--- config.mk ---
export PLATFORM = sky130hd
export DESIGN_NAME = fifo2frame
export DESIGN_NICKNAME = d
export VERILOG_FILES = /design/src/rtl/frm_pkg.sv /design/src/rtl/frm_skid_buf.sv /design/src/rtl/fifo2frame.sv
export SDC_FILE = /design/constraint.sdc
export NUM_CORES = 1
export LEC_CHECK = 0
export ABC_AREA = 1
export BUFFER_PORTS_ARGS = -buffer_cell sky130_fd_sc_hd__buf_4
export CORE_ASPECT_RATIO = 0.7
export CORE_UTILIZATION = 35
export CTS_BUF_LIST = sky130_fd_sc_hd__clkbuf_8
export DETAILED_ROUTE_END_ITERATION = 8
export HOLD_SLACK_MARGIN = 0.08
export SYNTH_ARGS = -nofsm -noshare
export SYNTH_HDL_FRONTEND = slang
export SYNTH_SLANG_ARGS = --single-unit
--- constraint.sdc ---
create_clock -name clk -period 5 [get_ports clk]
set_input_delay 0.75 -clock clk [delete_from_list [all_inputs] [get_ports clk]]
set_output_delay 0.75 -clock clk [all_outputs]
set_load 0.01 [all_outputs]
--- src/rtl/frm_pkg.sv ---
// Shared types and geometry helpers for the frame streaming stages.
package frm_pkg;

  typedef struct packed {
    logic sof;
    logic eof;
    logic sol;
    logic eol;
  } frm_flags_t;

  localparam int H_ACTIVE_DEF = 640;
  localparam int V_ACTIVE_DEF = 480;

  // Smallest counter width whose range exceeds both dimensions.
  function automatic int cnt_w(input int h, input int v);
    int m;
    m = (h > v) ? h : v;
    return $clog2(m + 1);
  endfunction

endpackage

--- src/rtl/frm_skid_buf.sv ---
// Two-entry in-order data buffer with write, read and clear.
import frm_pkg::*;

module frm_skid_buf #(
  parameter int W = 24
) (
  input  logic         clk,
  input  logic         rst,
  input  logic         clr,
  input  logic         wr_en,
  input  logic [W-1:0] wr_data,
  input  logic         rd_en,
  output logic [W-1:0] rd_data,
  output logic [1:0]   count
);

  logic [W-1:0] e0_q, e0_d;
  logic [W-1:0] e1_q, e1_d;
  logic [1:0]   cnt_q, cnt_d;
  logic         rd;
  logic         wr;

  assign rd = rd_en & (cnt_q != 2'd0);
  assign wr = wr_en & ((cnt_q != 2'd2) | rd);

  always_comb begin
    e0_d  = e0_q;
    e1_d  = e1_q;
    cnt_d = cnt_q;
    if (clr) begin
      cnt_d = 2'd0;
    end else begin
      case ({wr, rd})
        2'b10: begin
          if (cnt_q == 2'd0) e0_d = wr_data;
          else               e1_d = wr_data;
          cnt_d = cnt_q + 2'd1;
        end
        2'b01: begin
          e0_d  = e1_q;
          cnt_d = cnt_q - 2'd1;
        end
        // Read and write together: occupancy is unchanged.
        2'b11: begin
          if (cnt_q == 2'd1) begin
            e0_d = wr_data;
          end else begin
            e0_d = e1_q;
            e1_d = wr_data;
          end
        end
        default: ;
      endcase
    end
  end

  always_ff @(posedge clk or posedge rst) begin
    if (rst) begin
      e0_q  <= '0;
      e1_q  <= '0;
      cnt_q <= 2'd0;
    end else begin
      e0_q  <= e0_d;
      e1_q  <= e1_d;
      cnt_q <= cnt_d;
    end
  end

  assign rd_data = e0_q;
  assign count   = cnt_q;

endmodule

--- src/rtl/fifo2frame.sv ---
// Line FIFO reader that rebuilds the frame stream with position flags.
import frm_pkg::*;

module fifo2frame #(
  parameter int DATA_WIDTH = 24,
  parameter int H_ACTIVE   = H_ACTIVE_DEF,
  parameter int V_ACTIVE   = V_ACTIVE_DEF,
  parameter int CNT_W      = 11
) (
  input  logic                  clk,
  input  logic                  rst,
  input  logic                  sw_rst,
  input  logic                  fifo_empty,
  input  logic [DATA_WIDTH-1:0] fifo_popdata,
  output logic                  fifo_pop,
  output logic                  frm_val,
  output logic [DATA_WIDTH-1:0] frm_data,
  output logic                  frm_sof,
  output logic                  frm_eof,
  output logic                  frm_sol,
  output logic                  frm_eol,
  input  logic                  frm_rdy,
  output logic                  underrun,
  output logic                  frame_done
);

  logic [1:0]       buf_cnt;
  logic             pop_d1_q;
  logic             xfer;
  logic [2:0]       occ;
  logic [CNT_W-1:0] x_q, x_d;
  logic [CNT_W-1:0] y_q, y_d;
  logic             und_q, und_d;
  logic             done_q, done_d;
  logic             x_last;
  logic             y_last;
  frm_flags_t       flg;

  frm_skid_buf #(.W(DATA_WIDTH)) u_buf (
    .clk     (clk),
    .rst     (rst),
    .clr     (sw_rst),
    .wr_en   (pop_d1_q & ~sw_rst),
    .wr_data (fifo_popdata),
    .rd_en   (xfer),
    .rd_data (frm_data),
    .count   (buf_cnt)
  );

  assign frm_val = (buf_cnt != 2'd0);
  assign xfer    = frm_val & frm_rdy;

  // Count the word already in flight so the buffer can never overflow.
  assign occ = 3'(buf_cnt) + 3'(pop_d1_q) - 3'(xfer);
  assign fifo_pop = ~fifo_empty & ~sw_rst & ~rst & (occ < 3'd2);

  assign x_last = (x_q == CNT_W'(H_ACTIVE - 1));
  assign y_last = (y_q == CNT_W'(V_ACTIVE - 1));

  always_comb begin
    flg = '0;
    if (frm_val) begin
      flg.sol = (x_q == '0);
      flg.eol = x_last;
      flg.sof = (x_q == '0) & (y_q == '0);
      flg.eof = x_last & y_last;
    end
  end

  assign frm_sof = flg.sof;
  assign frm_eof = flg.eof;
  assign frm_sol = flg.sol;
  assign frm_eol = flg.eol;

  always_comb begin
    x_d    = x_q;
    y_d    = y_q;
    und_d  = und_q;
    done_d = 1'b0;
    if (sw_rst) begin
      x_d   = '0;
      y_d   = '0;
      und_d = 1'b0;
    end else begin
      if (xfer) begin
        if (x_last) begin
          x_d = '0;
          y_d = y_last ? '0 : y_q + CNT_W'(1);
        end else begin
          x_d = x_q + CNT_W'(1);
        end
        done_d = flg.eof;
      end
      // Starving between frames is not an underrun.
      if (frm_rdy & ~frm_val & ((x_q != '0) | (y_q != '0)))
        und_d = 1'b1;
    end
  end

  always_ff @(posedge clk or posedge rst) begin
    if (rst) begin
      pop_d1_q <= 1'b0;
      x_q      <= '0;
      y_q      <= '0;
      und_q    <= 1'b0;
      done_q   <= 1'b0;
    end else begin
      pop_d1_q <= fifo_pop;
      x_q      <= x_d;
      y_q      <= y_d;
      und_q    <= und_d;
      done_q   <= done_d;
    end
  end

  assign underrun   = und_q;
  assign frame_done = done_q;

endmodule
==> results.rst, run 1 <==
.. list-table::
   :header-rows: 1

   * - Metric
     - Value
   * - Count of synthesis-stage warnings from yosys
     - 0
   * - Setup violators final
     - 0
   * - Drt total wl
     - 8.89 mm
   * - Iteration-0 DRC count of the detailed router
     - ~190
   * - Detailed-route wire length per cell
     - approximately 13 um
   * - Critical path startpoint category
     - flip-flop
   * - Static leakage power
     - between 0.002 and 0.0025 uW
   * - Number of remaining DRC errors
     - 0
   * - Count of distinct cell types in the synthesized netlist
     - 33
   * - Setup fix buffers added after clock tree synthesis
     - 0
   * - HPWL Detailed
     - around 6.1 mm
   * - Clock power frac
     - about a quarter
   * - Number of antenna diodes
     - 0
   * - Max-slew violation count
     - 0
   * - Hold path startpoint
     - underrun
   * - Num ports
     - 61
   * - Per-instance average area after synthesis
     - just over 8 um2
   * - Family with the most delay on the worst path
     - adder cells
   * - Areal power density over the cells
     - 480 nW/um2
   * - Endpoint type of the worst setup path
     - output pin
   * - Count of flip-flops with a built-in enable after synthesis
     - 0
   * - Cell types occupying the most area after synthesis
     - sky130_fd_sc_hd__dfrtp_1 (48%), sky130_fd_sc_hd__nand2_1 (11%), sky130_fd_sc_hd__nand3_1 (5.7%)
   * - Sinks on the clock net
     - 75
   * - Average vias per placed instance
     - between 4 and 5
   * - Area of the die
     - roughly 12000 um2
   * - Die X
     - about 130 um
   * - Maximum Capacitance Violations
     - 0
   * - Switching share of power
     - between 30% and 40%
   * - Final-layout setup total negative slack
     - 0 ps
   * - Endpoint required time on the critical path
     - ~4300 ps
   * - Pin count of the biggest net entering global routing
     - slightly below 50
   * - Min Clock Period, post-route
     - 3990 ps
   * - Clk pin slew, worst setup/hold paths
     - 80 ps
   * - Origin of the critical flop-to-flop path
     - u_buf.count[1]
   * - Worst Setup SP
     - u_buf.count[1]
   * - Total of cells resized after clock tree synthesis
     - 0
   * - Outcome
     - finished clean
   * - Post-synth net total
     - ~520
   * - Switching Power
     - 758 uW
   * - End-of-flow core utilization
     - about 44%
   * - Actual slew at the worst max-slew pin
     - between 800 and 900 ps
   * - Hold Buf Count CTS
     - 0
   * - Clk_skew
     - approximately 7.5 ps
   * - Post-synthesis sequential element count
     - 75
   * - GRT Util Overall
     - around 17%
   * - CTS tree
     - yes
   * - Final period util
     - around four fifths
   * - Die Y-Extent
     - 90.7 um
   * - Stage delay of the slowest cell on the critical path
     - 480 ps
   * - Total congestion overflow
     - 0
   * - Critical Path, Cell by Cell
     - inv_1, ha_1, inv_4, nand2_4, inv_2, buf_4, ha_1, inv_1, nand2_1, fa_1, nand2_1, nor4_1, buf_4
   * - Port Buffers
     - 60
   * - Clock latency of the later-clocked register in the worst-skew pair
     - 360 ps
   * - Top-count cell post-synth
     - sky130_fd_sc_hd__nand2_1
   * - Buffer depth of the longest clock path
     - 2
   * - Cell type contributing the most total cell area after synthesis
     - sky130_fd_sc_hd__dfrtp_1
   * - Crit path arrival time
     - around 3200 ps
   * - Share of total power in combinational logic
     - roughly 34%
   * - Growth of design area from synthesis to finish
     - 19.3%
   * - Share of async-settable or async-resettable flops after synthesis
     - 100%
   * - Global-route wire length before repair
     - between 15 and 20 mm
   * - Worst min-delay path class
     - flip-flop to flip-flop
   * - Synthesized area
     - roughly 3900 um2
   * - Sequential area share after synthesis
     - roughly 48%
   * - CTS root buf
     - sky130_fd_sc_hd__clkbuf_8
   * - Core Footprint
     - 10600 um2
   * - Number of instances in the synthesized netlist
     - about 480
   * - Count of standard-cell rows
     - 31
   * - Number of global-route vias before repair
     - roughly 3100
   * - Unrepaired setup endpoints after global routing
     - no
   * - Fmax achieved
     - roughly 250 MHz
   * - # nets final
     - 575
   * - Max H-tree Level
     - 3
   * - Layout cells sized above 1
     - approximately a fifth
   * - Via count
     - ~3300
   * - Most numerous cell types in the synthesized netlist
     - sky130_fd_sc_hd__nand2_1 (118), sky130_fd_sc_hd__dfrtp_1 (75), sky130_fd_sc_hd__nor2_1 (54)
   * - Most instantiated flip-flop cell in the synthesis netlist
     - sky130_fd_sc_hd__dfrtp_1
   * - Start-to-end type of the worst setup path
     - flip-flop to output pin
   * - Int Pwr
     - approximately 1500 uW
   * - Count of antenna-violating nets left after detailed routing
     - 0
   * - CTS Buf Count
     - 9
   * - Critical-path top delay cell
     - sky130_fd_sc_hd__fa_1
   * - Endpoints failing hold
     - 0
   * - Synth top area share
     - between 40% and 50%
   * - Antenna violations before repair
     - 0
   * - Starting density of the core
     - 37.0%
   * - Placer congestion estimate
     - approximately 0.85
   * - Max-slew headroom at the worst pin
     - about two fifths
   * - Worst-case register-to-register setup slack
     - ~2200 ps
   * - Worst-case vdd ir drop
     - 0.000176 V
   * - Part of the total power dissipated in sequential elements
     - between 40% and 50%
   * - Biggest fanout along the worst timing path
     - 31
   * - Worst Path Buf+Inv
     - 6
   * - Number of optimization iterations in the first detailed-route pass
     - 5
==> path summary, 6_finish.rpt <==
path                       cells after the start               end
setup / recovery                              13          fifo_pop
hold / removal                                 2          underrun
setup reg to reg                              12          pop_d1_q
hold reg to reg                                2          underrun
max in group asynchronous                      3  u_buf.rd_data[2]
min in group asynchronous                      2          pop_d1_q
==> logic make-up (layout without fill, tap and decap cells) <==
group | Yosys count | after routing | share of synthesized area [%]
simple gates | 247 | 247 | 27.1
compound gates | 68 | 68 | 11.2
xor+xnor | 7 | 7 | 1.56
flops | 75 | 75 | 47.8
buf+inv | 78 | 136 | 9.33
fa+ha+maj | 9 | 9 | 3.06
==> sequential cells by signal (all words and copies together) (netlist names) <==
signal / flops
frame_done: 1
pop_d1_q: 1
u_buf.count: 2
u_buf.e1_q: 24
u_buf.rd_data: 24
underrun: 1
x_q: 11
y_q: 11
==> power by group through the flow <==
stage               logic (uW)  registers [uW]  clock network, uW
finish                     755             928                567
global route               850             955                612
CTS                        767             930                585
detailed placement         762             942                  0
global placement           752             933                  0
floorplan                  461             961                  0
==> cell usage in the layout (no fill, tap or decap), types with 4 or more instances in the layout <==
master                     instances
sky130_fd_sc_hd__nand2_1         117
sky130_fd_sc_hd__dfrtp_1          75
sky130_fd_sc_hd__buf_4            63
sky130_fd_sc_hd__nor2_1           54
sky130_fd_sc_hd__inv_1            53
sky130_fd_sc_hd__nand3_1          45
sky130_fd_sc_hd__a31oi_1          24
sky130_fd_sc_hd__o21ai_2          16
sky130_fd_sc_hd__o21ai_0          16
sky130_fd_sc_hd__clkbuf_8          9
sky130_fd_sc_hd__nand4_1           8
sky130_fd_sc_hd__ha_1              8
sky130_fd_sc_hd__xor2_1            7
sky130_fd_sc_hd__nor3_1            7
sky130_fd_sc_hd__a21oi_1           5
sky130_fd_sc_hd__inv_2             4
sky130_fd_sc_hd__nand2_2           4
==> per-layer routing <==
metal | up-vias | GRT usage (%) | share of wire [%]
met5 | - | 0 | 0
met3 | 9 | 4.27 | 3.6
met1 | 1514 | 22.7 | 52
met2 | 51 | 25.5 | 43
met4 | 0 | 5.00 | 1.3
li1 | 1680 | - | -
==> final cells by class <==
cell class | instances | area, um2
fill | 1087 | 5940
sequential | 75 | 1880
multi-input combinational | 331 | 1700
inverter | 57 | 216
tap | 148 | 185
timing repair buffer | 63 | 473
clock inverter | 7 | 116
clock buffer | 9 | 124
==> through the flow <==
step                total power, uW  area (um2)  hold WS, ps  setup WS (ps)  std cells
floorplan                      1420        3930          481           1610        484
global placement               1680        4450          498           1440        674
detailed placement             1700        4450          512           1360        674
CTS                            2280        4690          525            946        690
global route                   2420        4690          541            671        690
finish                         2250        4690          517           1010        690
==> worst min-delay path: cells and delay by family, from the launching register on <==
kind            cells  cell delay (ps)
flops               1              380
compound gates      1               60
buf+inv             1               50
Power figures use the tool's default switching activity.
==> inputs of run 2 (changes only) <==
==> constraint.sdc (replaced) <==
create_clock -name clk -period 4.1 [get_ports clk]
set_input_delay 0.615 -clock clk [delete_from_list [all_inputs] [get_ports clk]]
set_output_delay 0.615 -clock clk [all_outputs]
set_load 0.01 [all_outputs]
==> results.rst, run 2 (same netlist as run 1, synthesis figures left out) <==
.. list-table::
   :header-rows: 1

   * - Metric
     - Value
   * - Layout cells sized above 1
     - 20.4% (was 20.3%)
   * - Endpoints failing hold
     - 0 (unchanged)
   * - Number of global-route vias before repair
     - 3144 (was 3140)
   * - Detailed-route wire length per cell
     - 12.5 um (was 12.9 um)
   * - HPWL Detailed
     - 5.92 mm (was 6.09 mm)
   * - CTS Buf Count
     - 9 (unchanged)
   * - Num ports
     - 61 (unchanged)
   * - Setup fix buffers added after clock tree synthesis
     - 0 (unchanged)
   * - Family with the most delay on the worst path
     - adder cells (unchanged)
   * - Origin of the critical flop-to-flop path
     - u_buf.count[1] (unchanged)
   * - Via count
     - 3241 (was 3254)
   * - Stage delay of the slowest cell on the critical path
     - 480 ps (about the same)
   * - Clk_skew
     - 11.2 ps (was 7.47 ps)
   * - Critical-path top delay cell
     - sky130_fd_sc_hd__fa_1 (unchanged)
   * - Die X
     - 129 um (unchanged)
   * - Max-slew headroom at the worst pin
     - 40.7% (was 39.9%)
   * - Area of the die
     - 11700 um2 (unchanged)
   * - Layout filler cell count
     - 1090 (was 1087)
   * - Average vias per placed instance
     - 4.69 (was 4.72)
   * - Drt total wl
     - 8.65 mm (was 8.89 mm)
   * - Total congestion overflow
     - 0 (unchanged)
   * - GRT Util Overall
     - 16.3% (was 16.5%)
   * - Setup violators final
     - 0 (unchanged)
   * - Outcome
     - finished clean (unchanged)
   * - RR Endpoint
     - u_buf.rd_data[7] (was pop_d1_q)
   * - Actual slew at the worst max-slew pin
     - 888 ps (was 899 ps)
   * - Starting density of the core
     - 37.0% (unchanged)
   * - Fmax achieved
     - about 290 MHz
   * - Worst-case register-to-register setup slack
     - 1480 ps (was 2190 ps)
   * - Crit path arrival time
     - 2890 ps (was 3240 ps)
   * - Switching share of power
     - 34.0% (was 33.7%)
   * - Die Y-Extent
     - 90.7 um (unchanged)
   * - Maximum Capacitance Violations
     - 0 (unchanged)
   * - Growth of design area from synthesis to finish
     - 18.9% (was 19.3%)
   * - CTS tree
     - yes (unchanged)
   * - Total area of multi-input combinational cells
     - 1700 um2 (unchanged)
   * - Placer congestion estimate
     - 0.847 (was 0.845)
   * - Biggest fanout along the worst timing path
     - 8 (was 31)
   * - Endpoint required time on the critical path
     - 3480 ps (was 4250 ps)
   * - Hold Buf Count CTS
     - 0 (unchanged)
   * - Worst Path Buf+Inv
     - 5 (was 6)
   * - Clock power frac
     - 23.4% (was 25.2%)
   * - Number of antenna diodes
     - 0 (unchanged)
   * - Pin count of the biggest net entering global routing
     - 60 (was 49)
   * - Clk pin slew, worst setup/hold paths
     - 80 ps (about the same)
   * - Sinks on the clock net
     - 75 (unchanged)
   * - CTS root buf
     - sky130_fd_sc_hd__clkbuf_8 (unchanged)
   * - Unrepaired setup endpoints after global routing
     - no (unchanged)
   * - Iteration-0 DRC count of the detailed router
     - 148 (was 192)
   * - Share of total power in combinational logic
     - 34.3% (was 33.5%)
   * - Final std cell area, no fill
     - 4670 um2 (was 4690 um2)
   * - Start-to-end type of the worst setup path
     - flip-flop to output pin (unchanged)
   * - Endpoint type of the worst setup path
     - output pin (unchanged)
   * - Min Clock Period, post-route
     - 3500 ps
   * - Count of standard-cell rows
     - 31 (unchanged)
   * - Critical path startpoint category
     - flip-flop (unchanged)
   * - Global-route wire length before repair
     - 15.0 mm (about the same)
   * - Flip-flop and latch area
     - 1880 um2 (unchanged)
   * - Count of antenna-violating nets left after detailed routing
     - 0 (unchanged)
   * - Number of optimization iterations in the first detailed-route pass
     - 4 (was 5)
   * - Switching Power
     - 906 uW (was 758 uW)
   * - Most frequent cells in the layout
     - sky130_fd_sc_hd__nand2_1 (117), sky130_fd_sc_hd__dfrtp_1 (75), sky130_fd_sc_hd__buf_4 (64), sky130_fd_sc_hd__nor2_1 (54), sky130_fd_sc_hd__inv_1 (53) (was sky130_fd_sc_hd__nand2_1 (117), sky130_fd_sc_hd__dfrtp_1 (75), sky130_fd_sc_hd__buf_4 (63), sky130_fd_sc_hd__nor2_1 (54), sky130_fd_sc_hd__inv_1 (53))
   * - Areal power density over the cells
     - 570 nW/um2 (was 480 nW/um2)
   * - Number of remaining DRC errors
     - 0 (unchanged)
   * - Static leakage power
     - 0.00222 uW (was 0.00223 uW)
   * - Final period util
     - ~85%
   * - # nets final
     - 576 (was 575)
   * - Leading cell type in the layout, fill and taps excluded
     - sky130_fd_sc_hd__nand2_1 (unchanged)
   * - Max-slew violation count
     - 0 (unchanged)
   * - Max H-tree Level
     - 3 (unchanged)
   * - Core Footprint
     - 10600 um2 (unchanged)
   * - Part of the total power dissipated in sequential elements
     - 42.3% (was 41.2%)
   * - Clock latency of the later-clocked register in the worst-skew pair
     - 350 ps (was 360 ps)
   * - Number of cell instances on the worst register-to-register path
     - 9 (was 12)
   * - Total of cells resized after clock tree synthesis
     - 0 (unchanged)
   * - Worst min-delay path class
     - input port to async pin (was flip-flop to flip-flop)
   * - Final cell count without fillers
     - 691 (was 690)
   * - Port Buffers
     - 60 (unchanged)
   * - Antenna violations before repair
     - 0 (unchanged)
   * - Critical Path, Cell by Cell
     - inv_1, ha_1, inv_4, nand2_4, inv_2, ha_1, inv_1, nand2_1, fa_1, nand2_1, nor4_1, buf_4 (was inv_1, ha_1, inv_4, nand2_4, inv_2, buf_4, ha_1, inv_1, nand2_1, fa_1, nand2_1, nor4_1, buf_4)
   * - Cell total after placement
     - 675 (was 674)
   * - Final-layout setup total negative slack
     - 0 ps (unchanged)
   * - Worst-case vdd ir drop
     - 0.000227 V (was 0.000176 V)
   * - Buffer depth of the longest clock path
     - 2 (unchanged)
   * - Hold slack
     - 237 ps (was 517 ps)
   * - Placed cell areas
     - 4460 um2 (was 4450 um2)
   * - Int Pwr
     - 1760 uW (was 1490 uW)
## run 2: how the worst max path moves through the flow
stage                              start       end  slack (ps)  cells after the start
after floorplan           u_buf.count[1]  fifo_pop         850                     14
after global placement    u_buf.count[1]  fifo_pop         950                     12
after detailed placement  u_buf.count[1]  fifo_pop         940                     12
after CTS                 u_buf.count[1]  fifo_pop         560                     12
after global routing      u_buf.count[1]  fifo_pop         300                     12
final                     u_buf.count[1]  fifo_pop         600                     12
## run 2: final cells by class
| type | instances | area share [%] |
|---|---|---|
| flip-flops and latches | 75 | 40.2 |
| multi-input cells | 331 | 36.3 |
| repair buffers | 64 | 10.3 |
| inverters | 57 | 4.63 |
| well taps | 148 | 3.96 |
| clock buffers | 9 | 2.65 |
| clock inverters | 7 | 2.01 |
## run 2: per-stage QoR
| stage | setup WS [ps] | util (%) | total power, uW |
|---|---|---|---|
| after floorplan | 849 | - | 1730 |
| after CTS | 555 | 44.0 | 2710 |
| final | 598 | 44.0 | 2660 |
| after detailed placement | 937 | 41.9 | 2070 |
| after global placement | 951 | 41.9 | 2050 |
| after global routing | 303 | 44.0 | 2880 |
## run 2: worst reg2reg max path: stages (launching register included)
cell	delay [ps]
sky130_fd_sc_hd__dfrtp_1	460
sky130_fd_sc_hd__inv_1	100
sky130_fd_sc_hd__ha_1	310
sky130_fd_sc_hd__inv_4	120
sky130_fd_sc_hd__nand2_4	70
sky130_fd_sc_hd__inv_2	60
sky130_fd_sc_hd__buf_4	330
sky130_fd_sc_hd__nand2_2	130
sky130_fd_sc_hd__nand2_2	670
sky130_fd_sc_hd__a31oi_1	220
## run 2: per-layer routing
layer	up-vias	part of all wire, %	track usage, %	routed length [um]
met1	1481	51	22.6	4410
met3	13	4.1	4.27	354
met2	75	43	24.6	3740
met4	0	1.7	5.10	143
met5	-	0	0	0
li1	1672	-	-	-
## run 2: power by group through the flow
stage,logic [uW],clock network [uW],registers [uW]
3_3_place_gp,919,0,1130
2_1_floorplan,562,0,1170
6_report,914,622,1130
5_1_grt,1040,676,1160
4_1_cts,934,649,1130
3_5_place_dp,930,0,1140
==> inputs of run 3 (changes only) <==
--- a/config.mk
+++ b/config.mk
@@ -7,11 +7,14 @@
 export LEC_CHECK = 0
 export ABC_AREA = 1
 export BUFFER_PORTS_ARGS = -buffer_cell sky130_fd_sc_hd__buf_4
+export CELL_PAD_IN_SITES_DETAIL_PLACEMENT = 1
+export CELL_PAD_IN_SITES_GLOBAL_PLACEMENT = 1
 export CORE_ASPECT_RATIO = 0.7
 export CORE_UTILIZATION = 35
 export CTS_BUF_LIST = sky130_fd_sc_hd__clkbuf_8
 export DETAILED_ROUTE_END_ITERATION = 8
 export HOLD_SLACK_MARGIN = 0.08
+export PLACE_DENSITY_LB_ADDON = 0.1
 export SYNTH_ARGS = -nofsm -noshare
 export SYNTH_HDL_FRONTEND = slang
 export SYNTH_SLANG_ARGS = --single-unit
==> results.rst, run 3 (same netlist as run 1, synthesis figures left out) <==
.. list-table::
   :header-rows: 1

   * - Metric
     - Value
   * - Outcome
     - finished clean (unchanged)
   * - Growth of design area from synthesis to finish
     - 19.5% (was 18.9%)
   * - Count of antenna-violating nets left after detailed routing
     - 0 (unchanged)
   * - # nets final
     - 580 (was 576)
   * - Die Y-Extent
     - 90.7 um (unchanged)
   * - Final-layout setup total negative slack
     - 0 ps (unchanged)
   * - Clk pin slew, worst setup/hold paths
     - 80 ps (about the same)
   * - Worst-case vdd ir drop
     - 0.000209 V (was 0.000227 V)
   * - Via count
     - 3318 (was 3241)
   * - Global-route wire length before repair
     - 17.3 mm (was 15.0 mm)
   * - Leading cell type in the layout, fill and taps excluded
     - sky130_fd_sc_hd__nand2_1 (unchanged)
   * - Sinks on the clock net
     - 75 (unchanged)
   * - Crit path arrival time
     - 2960 ps (was 2890 ps)
   * - Count of standard-cell rows
     - 31 (unchanged)
   * - Switching share of power
     - 35.5% (was 34.0%)
   * - Critical-path top delay cell
     - sky130_fd_sc_hd__fa_1 (unchanged)
   * - Final period util
     - 87.3% (was 85.4%)
   * - Unrepaired setup endpoints after global routing
     - no (unchanged)
   * - Clock latency of the later-clocked register in the worst-skew pair
     - 350 ps (about the same)
   * - Number of global-route vias before repair
     - 3371 (was 3144)
   * - Clk_skew
     - 5.16 ps (was 11.2 ps)
   * - Area of the die
     - 11700 um2 (unchanged)
   * - Antenna violations before repair
     - 0 (unchanged)
   * - CTS root buf
     - sky130_fd_sc_hd__clkbuf_8 (unchanged)
   * - Average vias per placed instance
     - 4.77 (was 4.69)
   * - Number of remaining DRC errors
     - 0 (unchanged)
   * - Static leakage power
     - 0.00223 uW (was 0.00222 uW)
   * - CTS Buf Count
     - 9 (unchanged)
   * - Worst min-delay path class
     - input port to async pin (unchanged)
   * - Hold Buf Count CTS
     - 0 (unchanged)
   * - Num ports
     - 61 (unchanged)
   * - Part of the total power dissipated in sequential elements
     - 42.0% (was 42.3%)
   * - Iteration-0 DRC count of the detailed router
     - 193 (was 148)
   * - Die X
     - 129 um (unchanged)
   * - Layout cells sized above 1
     - 21.0% (was 20.4%)
   * - Actual slew at the worst max-slew pin
     - 917 ps (was 888 ps)
   * - Total of cells resized after clock tree synthesis
     - 0 (unchanged)
   * - Port Buffers
     - 60 (unchanged)
   * - Stage delay of the slowest cell on the critical path
     - 480 ps (about the same)
   * - HPWL Detailed
     - 7.21 mm (was 5.92 mm)
   * - Total congestion overflow
     - 0 (unchanged)
   * - Biggest fanout along the worst timing path
     - 8 (unchanged)
   * - Switching Power
     - 956 uW (was 906 uW)
   * - Hold slack
     - 412 ps (was 237 ps)
   * - Max-slew headroom at the worst pin
     - 38.7% (was 40.7%)
   * - Fmax achieved
     - 280 MHz (was 286 MHz)
   * - Placer congestion estimate
     - 0.794 (was 0.847)
   * - Min Clock Period, post-route
     - 3580 ps (was 3500 ps)
   * - Drt total wl
     - 10.2 mm (was 8.65 mm)
   * - Most frequent cells in the layout
     - sky130_fd_sc_hd__nand2_1 (118), sky130_fd_sc_hd__dfrtp_1 (75), sky130_fd_sc_hd__buf_4 (68), sky130_fd_sc_hd__nor2_1 (54), sky130_fd_sc_hd__inv_1 (52) (was sky130_fd_sc_hd__nand2_1 (117), sky130_fd_sc_hd__dfrtp_1 (75), sky130_fd_sc_hd__buf_4 (64), sky130_fd_sc_hd__nor2_1 (54), sky130_fd_sc_hd__inv_1 (53))
   * - Number of optimization iterations in the first detailed-route pass
     - 4 (unchanged)
   * - Start-to-end type of the worst setup path
     - flip-flop to output pin (unchanged)
   * - Number of antenna diodes
     - 0 (unchanged)
   * - GRT Util Overall
     - 19.1% (was 16.3%)
   * - Critical path startpoint category
     - flip-flop (unchanged)
   * - Max H-tree Level
     - 3 (unchanged)
   * - Setup fix buffers added after clock tree synthesis
     - 0 (unchanged)
   * - Starting density of the core
     - 37.0% (unchanged)
   * - Int Pwr
     - 1740 uW (was 1760 uW)
   * - Endpoint type of the worst setup path
     - output pin (unchanged)
   * - Areal power density over the cells
     - 573 nW/um2 (was 570 nW/um2)
   * - Buffer depth of the longest clock path
     - 2 (unchanged)
   * - Share of total power in combinational logic
     - 35.4% (was 34.3%)
   * - CTS tree
     - yes (unchanged)
   * - Max-slew violation count
     - 0 (unchanged)
   * - Endpoints failing hold
     - 0 (unchanged)
   * - Setup violators final
     - 0 (unchanged)
   * - Pin count of the biggest net entering global routing
     - 49 (was 60)
   * - Detailed-route wire length per cell
     - 14.6 um (was 12.5 um)
   * - Endpoint required time on the critical path
     - 3480 ps (about the same)
   * - Critical Path, Cell by Cell
     - inv_1, ha_1, inv_4, nand2_4, inv_2, ha_1, inv_1, nand2_1, fa_1, nand2_1, nor4_1, buf_4 (unchanged)
   * - Maximum Capacitance Violations
     - 0 (unchanged)
   * - Clock power frac
     - 22.6% (was 23.4%)
   * - Core Footprint
     - 10600 um2 (unchanged)
run 3: final cells by class:
cell class / instances / area, um2
fill: 1311 / 5930
sequential: 75 / 1880
multi-input combinational: 331 / 1690
timing repair buffer: 68 / 510
inverter: 57 / 216
tap: 148 / 185
clock buffer: 11 / 151
clock inverter: 5 / 61.3
run 3: worst paths after layout:
kind | from | end | slack, ps | cells after the start
worst max-delay path | u_buf.count[1] | fifo_pop | 520 | 12
worst min-delay path | rst | pop_d1_q | 410 | 2
worst max register to register | u_buf.count[1] | u_buf.e1_q[20] | 1560 | 9
worst min register to register | u_buf.e1_q[9] | u_buf.e1_q[9] | 530 | 2
max in group asynchronous | rst | x_q[3] | 2830 | 3
min in group clk | fifo_empty | pop_d1_q | 430 | 2
run 3: layer usage:
layer  up-vias  share of wire [%]  track usage, %
met1      1582                 52            28.5
met2        51                 44            27.4
met4         0               0.86            5.29
li1       1678                  -               -
met3         7                3.7            4.50
met5         -                  0               0
run 3: critical path: cells and delay by family (launching register included):
kind | cells | cell delay [ps]
fa+ha+maj | 3 | 1120
simple gates | 4 | 520
buf+inv | 5 | 510
flops | 1 | 460
run 3: metrics by stage:
stage / setup WS [ps] / instances / cell area [um2] / power (uW) / utilization (%)
CTS: 479 / 695 / 4700 / 2740 / 44.2
global route: 333 / 695 / 4700 / 2900 / 44.2
detailed placement: 891 / 679 / 4480 / 2110 / 42.2
floorplan: 849 / 484 / 3930 / 1730 / -
global placement: 1000 / 679 / 4480 / 2070 / 42.2
finish: 522 / 695 / 4700 / 2690 / 44.2
run 3: power by group through the flow:
stage	combinational, uW	sequential [uW]	clock, uW
floorplan	562	1170	0
global placement	935	1140	0
detailed placement	968	1140	0
CTS	971	1130	637
global route	1080	1170	658
finish	953	1130	610
